[src/rtl/sample_scheduler.sv]
// Heart-rate chain front end: oversampled SPI word capture and a TLC5620-style DAC serialiser.
// Both paths run on clk; they share nothing but the reset.
module sample_scheduler #(
  parameter int unsigned FRAME_BITS  = 16,
  parameter int unsigned DAC_DIV     = 4,
  parameter int unsigned IDLE_CYCLES = 256,
  parameter logic [1:0]  DAC_ADDR    = 2'b00,
  parameter logic        DAC_RNG     = 1'b0
) (
  input  logic       clk,
  input  logic       reset,
  input  logic       sck,
  input  logic       sdo,
  output logic [9:0] sample,
  output logic       sample_valid,
  input  logic [9:0] filt_sample,
  input  logic       filt_valid,
  output logic       DACserial,
  output logic       DACclk,
  output logic       load,
  output logic       LDAC,
  output logic       busy,
  output logic [7:0] overrun_count
);

  localparam int unsigned BIT_W  = $clog2(FRAME_BITS + 1);
  localparam int unsigned IDLE_W = $clog2(IDLE_CYCLES + 1);
  localparam int unsigned CNT_W  = (DAC_DIV > 1) ? $clog2(DAC_DIV) : 1;

  localparam logic [BIT_W-1:0]  LAST_BIT = BIT_W'(FRAME_BITS - 1);
  localparam logic [IDLE_W-1:0] IDLE_MAX = IDLE_W'(IDLE_CYCLES);
  localparam logic [CNT_W-1:0]  DIV_LAST = CNT_W'(DAC_DIV - 1);

  typedef enum logic [1:0] {S_IDLE, S_HI, S_LO, S_LOAD} dac_state_e;

  // ---------------------------------------------------------------------------
  // SPI capture
  // ---------------------------------------------------------------------------
  logic                  sck_meta_q, sck_sync_q, sck_prev_q;
  logic                  sdo_meta_q, sdo_sync_q;
  logic [FRAME_BITS-1:0] word_q, word_d;
  logic [BIT_W-1:0]      bit_cnt_q, bit_cnt_d;
  logic [IDLE_W-1:0]     idle_cnt_q, idle_cnt_d;
  logic                  frame_done_q, frame_done_d;
  logic [9:0]            sample_q, sample_d;
  logic                  sample_valid_q, sample_valid_d;
  logic                  sck_rise, sck_edge;

  assign sck_rise = sck_sync_q & ~sck_prev_q;
  assign sck_edge = sck_sync_q ^ sck_prev_q;

  // NOTE: every always_comb output gets a default first, so no path can infer a latch.
  always_comb begin
    word_d         = word_q;
    bit_cnt_d      = bit_cnt_q;
    idle_cnt_d     = idle_cnt_q;
    frame_done_d   = 1'b0;
    sample_d       = sample_q;
    sample_valid_d = 1'b0;

    if (frame_done_q) begin
      sample_d       = word_q[9:0];
      sample_valid_d = 1'b1;
    end

    if (sck_edge) begin
      idle_cnt_d = '0;
    end else if (idle_cnt_q != IDLE_MAX) begin
      idle_cnt_d = idle_cnt_q + IDLE_W'(1);
    end

    // A stalled partial word is dropped; a rise in the same cycle starts a fresh word.
    if (idle_cnt_q == IDLE_MAX) bit_cnt_d = '0;

    if (sck_rise) begin
      word_d = {word_q[FRAME_BITS-2:0], sdo_sync_q};
      if (bit_cnt_d == LAST_BIT) begin
        bit_cnt_d    = '0;
        frame_done_d = 1'b1;
      end else begin
        bit_cnt_d = bit_cnt_d + BIT_W'(1);
      end
    end
  end

  // NOTE: sequential state is assigned with <= so every flop samples pre-edge values.
  always_ff @(posedge clk or negedge reset) begin
    if (!reset) begin
      sck_meta_q     <= 1'b0;
      sck_sync_q     <= 1'b0;
      sck_prev_q     <= 1'b0;
      sdo_meta_q     <= 1'b0;
      sdo_sync_q     <= 1'b0;
      word_q         <= '0;
      bit_cnt_q      <= '0;
      idle_cnt_q     <= '0;
      frame_done_q   <= 1'b0;
      sample_q       <= '0;
      sample_valid_q <= 1'b0;
    end else begin
      sck_meta_q     <= sck;
      sck_sync_q     <= sck_meta_q;
      sck_prev_q     <= sck_sync_q;
      sdo_meta_q     <= sdo;
      sdo_sync_q     <= sdo_meta_q;
      word_q         <= word_d;
      bit_cnt_q      <= bit_cnt_d;
      idle_cnt_q     <= idle_cnt_d;
      frame_done_q   <= frame_done_d;
      sample_q       <= sample_d;
      sample_valid_q <= sample_valid_d;
    end
  end

  // ---------------------------------------------------------------------------
  // DAC serialiser
  // ---------------------------------------------------------------------------
  dac_state_e       state_q;
  logic [CNT_W-1:0] div_cnt_q;
  logic [3:0]       idx_q, idx_nxt;
  logic [10:0]      word11_q, dac_word;
  logic             dacserial_q, dacclk_q, load_q, busy_q;
  logic [7:0]       overrun_q, overrun_d;
  logic             div_last;

  assign dac_word = {DAC_ADDR, DAC_RNG, filt_sample[9:2]};
  assign div_last = (div_cnt_q == DIV_LAST);
  assign idx_nxt  = idx_q - 4'd1;

  always_comb begin
    overrun_d = overrun_q;
    if (filt_valid && state_q != S_IDLE && overrun_q != 8'hFF) overrun_d = overrun_q + 8'd1;
  end

  always_ff @(posedge clk or negedge reset) begin
    if (!reset) begin
      state_q     <= S_IDLE;
      div_cnt_q   <= '0;
      idx_q       <= '0;
      word11_q    <= '0;
      dacserial_q <= 1'b0;
      dacclk_q    <= 1'b0;
      load_q      <= 1'b1;
      busy_q      <= 1'b0;
      overrun_q   <= '0;
    end else begin
      overrun_q <= overrun_d;
      unique case (state_q)
        S_IDLE: begin
          if (filt_valid) begin
            word11_q    <= dac_word;
            idx_q       <= 4'd10;
            div_cnt_q   <= '0;
            dacserial_q <= dac_word[10];
            dacclk_q    <= 1'b1;
            busy_q      <= 1'b1;
            state_q     <= S_HI;
          end
        end
        S_HI: begin
          if (div_last) begin
            div_cnt_q <= '0;
            dacclk_q  <= 1'b0;
            state_q   <= S_LO;
          end else begin
            div_cnt_q <= div_cnt_q + CNT_W'(1);
          end
        end
        S_LO: begin
          if (div_last) begin
            div_cnt_q <= '0;
            if (idx_q != 4'd0) begin
              idx_q       <= idx_nxt;
              dacserial_q <= word11_q[idx_nxt];
              dacclk_q    <= 1'b1;
              state_q     <= S_HI;
            end else begin
              load_q  <= 1'b0;
              state_q <= S_LOAD;
            end
          end else begin
            div_cnt_q <= div_cnt_q + CNT_W'(1);
          end
        end
        S_LOAD: begin
          if (div_last) begin
            div_cnt_q <= '0;
            load_q    <= 1'b1;
            busy_q    <= 1'b0;
            state_q   <= S_IDLE;
          end else begin
            div_cnt_q <= div_cnt_q + CNT_W'(1);
          end
        end
        default: state_q <= S_IDLE;
      endcase
    end
  end

  // The DAC takes only the top 8 sample bits; the SPI MSB falls off the shift register.
  logic unused_bits;
  assign unused_bits = ^{filt_sample[1:0], word_q[FRAME_BITS-1]};

  assign sample        = sample_q;
  assign sample_valid  = sample_valid_q;
  assign DACserial     = dacserial_q;
  assign DACclk        = dacclk_q;
  assign load          = load_q;
  assign LDAC          = 1'b0;
  assign busy          = busy_q;
  assign overrun_count = overrun_q;

endmodule

[config.mk]
export PLATFORM = sky130hd
export DESIGN_NAME = sample_scheduler
export DESIGN_NICKNAME = d
export VERILOG_FILES = /design/src/rtl/sample_scheduler.sv
export SDC_FILE = /design/constraint.sdc
export NUM_CORES = 1
export LEC_CHECK = 0
export CORE_UTILIZATION = 50
export CTS_CLUSTER_DIAMETER = 60
export DETAILED_ROUTE_END_ITERATION = 8
export HOLD_SLACK_MARGIN = 0.06
export PLACE_DENSITY = 0.76
export SYNTH_ARGS = -nofsm -noshare
export SYNTH_HDL_FRONTEND = slang
export SYNTH_SLANG_ARGS = --single-unit
[constraint.sdc]
create_clock -name clk -period 2.9 [get_ports clk]
set_clock_uncertainty 0.05 [all_clocks]
set_input_delay 0.435 -clock clk [delete_from_list [all_inputs] [get_ports clk]]
set_output_delay 0.435 -clock clk [all_outputs]
set_load 0.05 [all_outputs]
==> impl_metrics.ini <==
[status]
outcome = completed

[timing]
maxSlewHeadroom_pct = 44.2
setup_viol = 0
rsz0062_at_grt = false
period_minus_slack_ns = 2.21
period_share_pct = 76.3
hold_viol = 0
slew_viol_final = 0
tightestPinTransition_ns = 0.837
setup_tns_ns = 0
max_freq_mhz = 452

[worst_setup_path]
worstSetupStartpointType = register
worstPathArrival_ns = 2.40
critPathSlowestCell = dfrtp_1
end_kind = register
critPathMaxStageDelay_ns = 0.44
path_max_fanout = 6
crit_required_ns = 3.08
crit_type = reg -> reg
path_cells = inv_1 -> ha_1 -> xor2_1 -> mux2_2 -> o211a_1 -> a32o_1

[route]
drt-initial-drc-count = 58
finalWirelength_um = 4700
first_pass_iters = 4
num_vias = 1915
detail_route.wl_per_cell_um = 13.2
ant_nets = 0
drcViolationCount = 0
viasPerCell = 5.38

[grt]
grt_pass1_wl_um = 8290
grt_overflow = 0
use_met3_pct = 3.89
grt_pass1_vias = 1921
met2_usage_pct = 27.9
grtUsageTotal_pct = 17.1
met1_usage_pct = 20.7
top_usage_layer = met2
antenna_found_initial = 0
grt_max_degree = 70

[synthesis]
avgSynthCellArea_sq_um = 12.5
synth_edf_count = 0
yosysWarnings = 0
ys_ff_latch = 69
synth-async-reset-ratio_pct = 100
synth-main-ff-cell = dfrtp_1
synth_cell_type_count = 47
postSynthCellCount = 241
synth_area_sq_mm = 0.00302
synth_fp_nets = 264
ys_seq_area_share_pct = 57.2

[place]
hpwlAfterDp_um = 3090
io_buffers = 35
placed_cells = 340
detailed_place.area_sq_mm = 0.00342
gp_congestion = 0.764

[cts]
cts_inserted_buffers = 9
cts_hold_buf = 0
clock_latency_ns = 0.34
cts_tree = done
cts.sinks = 69
clk_path_buf_depth = 2
htree_levels = 3
cts_root_buffer = clkbuf_8
clkTransAtPathRegs_ns = 0.08
cts_resized = 0
cts_setup_buffers = 0

[final_layout]
fin_util_pct = 63.8
diodes = 0
final_cells = 356
stdcell_area_sq_mm = 0.00362
syn_to_final_growth_pct = 19.9
n_fill_cell = 456
finalNetCount = 302
drive_above_1_share_pct = 19.4

[floorplan]
die_area_sq_mm = 0.00636
die_w_um = 79.7
core_sq_mm = 0.00568
initial_core_util_pct = 53.2
die_h_um = 79.7
ioPinCount = 39
rows = 27

[power]
pwr_density_cell_mw_per_mm2 = 1060
vdd_ir_drop_max_mv = 0.667
p_total_uw = 3820
power.leakage_uw = 0.00162

[flow_run]
maxCapViolCount = 0

[min_path]
hold_class = in -> async
## report_power, final
| part | switching, uW | internal [uW] |
|---|---|---|
| logic | 816 | 644 |
| clock network | 386 | 410 |
| registers | 280 | 1290 |
| total | 1480 | 2340 |
## path summary, 6_finish.rpt
check | from | end | slack (ns) | depth (start not counted)
setup / recovery | idx_q[0]$_DFFE_PN0P_ | DACserial$_DFFE_PN0P_ | 0.69 | 6
setup reg to reg | idx_q[0]$_DFFE_PN0P_ | DACserial$_DFFE_PN0P_ | 0.69 | 6
min in group clk | sck_meta_q$_DFF_PN0_ | sck_sync_q$_DFF_PN0_ | 0.30 | 0
hold reg to reg | sck_meta_q$_DFF_PN0_ | sck_sync_q$_DFF_PN0_ | 0.30 | 0
hold / removal | reset | overrun_count[5]$_DFFE_PN0P_ | 0.23 | 2
max in group asynchronous | reset | sck_prev_q$_DFF_PN0_ | 2.03 | 2
## registers in the layout, indices dropped and copies added, names as in the netlist, 2 cells and up
name	flops
sample	10
word11_q	8
div_cnt_q	2
idx_q	4
overrun_count	8
idle_cnt_q	9
word_q	10
bit_cnt_q	5
state_q	2
## routing by layer
layer | up-vias | routed length (um)
li1 | 927 | -
met1 | 945 | 2210
met2 | 32 | 2210
met3 | 11 | 168
met4 | 0 | 111
met5 | - | 0
## worst max-delay path: cells and delay by family, from the launching register on
family / cells / cell delay [ns]
multiplexers: 1 / 0.39
XOR/XNOR: 1 / 0.42
adder cells (fa/ha/maj): 1 / 0.23
flip-flops: 1 / 0.44
buffers and inverters: 1 / 0.14
AO/OA/AOI/OAI: 2 / 0.43
## placed cells by master, fill, tap and decap left out, types with 2 or more instances in the layout
master | netlist | layout
nand4_1 | 4 | 4
nor2b_1 | 3 | 3
nor3b_1 | 2 | 2
inv_6 | 0 | 2
mux2_2 | 31 | 31
a21boi_0 | 4 | 4
o21ai_0 | 10 | 10
nor2_1 | 8 | 8
nand2_1 | 12 | 12
o21a_1 | 2 | 2
nand3b_1 | 2 | 2
xor2_1 | 9 | 9
and3_1 | 2 | 2
nand3_1 | 8 | 8
clkinvlp_4 | 0 | 2
a31oi_1 | 2 | 2
a21oi_1 | 3 | 3
clkbuf_8 | 0 | 9
mux2i_1 | 4 | 4
or3_1 | 3 | 3
dfrtp_1 | 68 | 68
clkdlybuf4s50_1 | 0 | 34
inv_1 | 9 | 9
ha_1 | 8 | 8
nor3_1 | 5 | 5
xnor2_1 | 6 | 6
and2_1 | 8 | 8
## through the flow
stage	setup WS (ns)	hold slack [ns]
floorplan	0.867	0.0894
global placement	0.724	0.283
detailed placement	0.690	0.291
CTS	0.680	0.258
global route	0.547	0.321
finish	0.688	0.228
## cell families (layout without fill, tap and decap cells)
| kind of cell | count (synthesis) | in the layout | synth area share [%] |
|---|---|---|---|
| and+or+nand+nor | 62 | 62 | 11.4 |
| DFF | 69 | 69 | 57.2 |
| AOI/OAI and AO/OA | 32 | 32 | 7.49 |
| xor gates and xnor gates | 15 | 15 | 4.35 |
| adders and majority gates | 8 | 8 | 3.31 |
| other | 1 | 1 | 0.124 |
| muxes | 36 | 36 | 13.4 |
| buffers and inverters | 18 | 61 | 2.73 |
## synthesized netlist by cell type, drive strengths merged (4+ instances only)
cell type	n	area, sq um
a21boi	4	30.0
and2	8	50.1
buf	6	37.5
dfrtp	68	1700
ha	8	100
inv	9	33.8
mux2	32	364
mux2i	4	40.0
nand2	12	45.0
nand3	8	40.0
nand4	5	37.5
nor2	8	30.0
nor3	5	25.0
o21ai	10	50.1
xnor2	6	52.6
xor2	9	78.8
## final cells by class
type                            count  area, sq um  area share (%)
Sequential cell                    69         1730            47.7
Tap cell                           72         90.1            2.49
Clock inverter                      7         82.6            2.28
Inverter                            9         33.8           0.933
Multi-Input combinational cell    154         1210            33.4
Timing Repair Buffer               36          353            9.74
Clock buffer                        9          124            3.42
(Power assumes the default switching activity.)
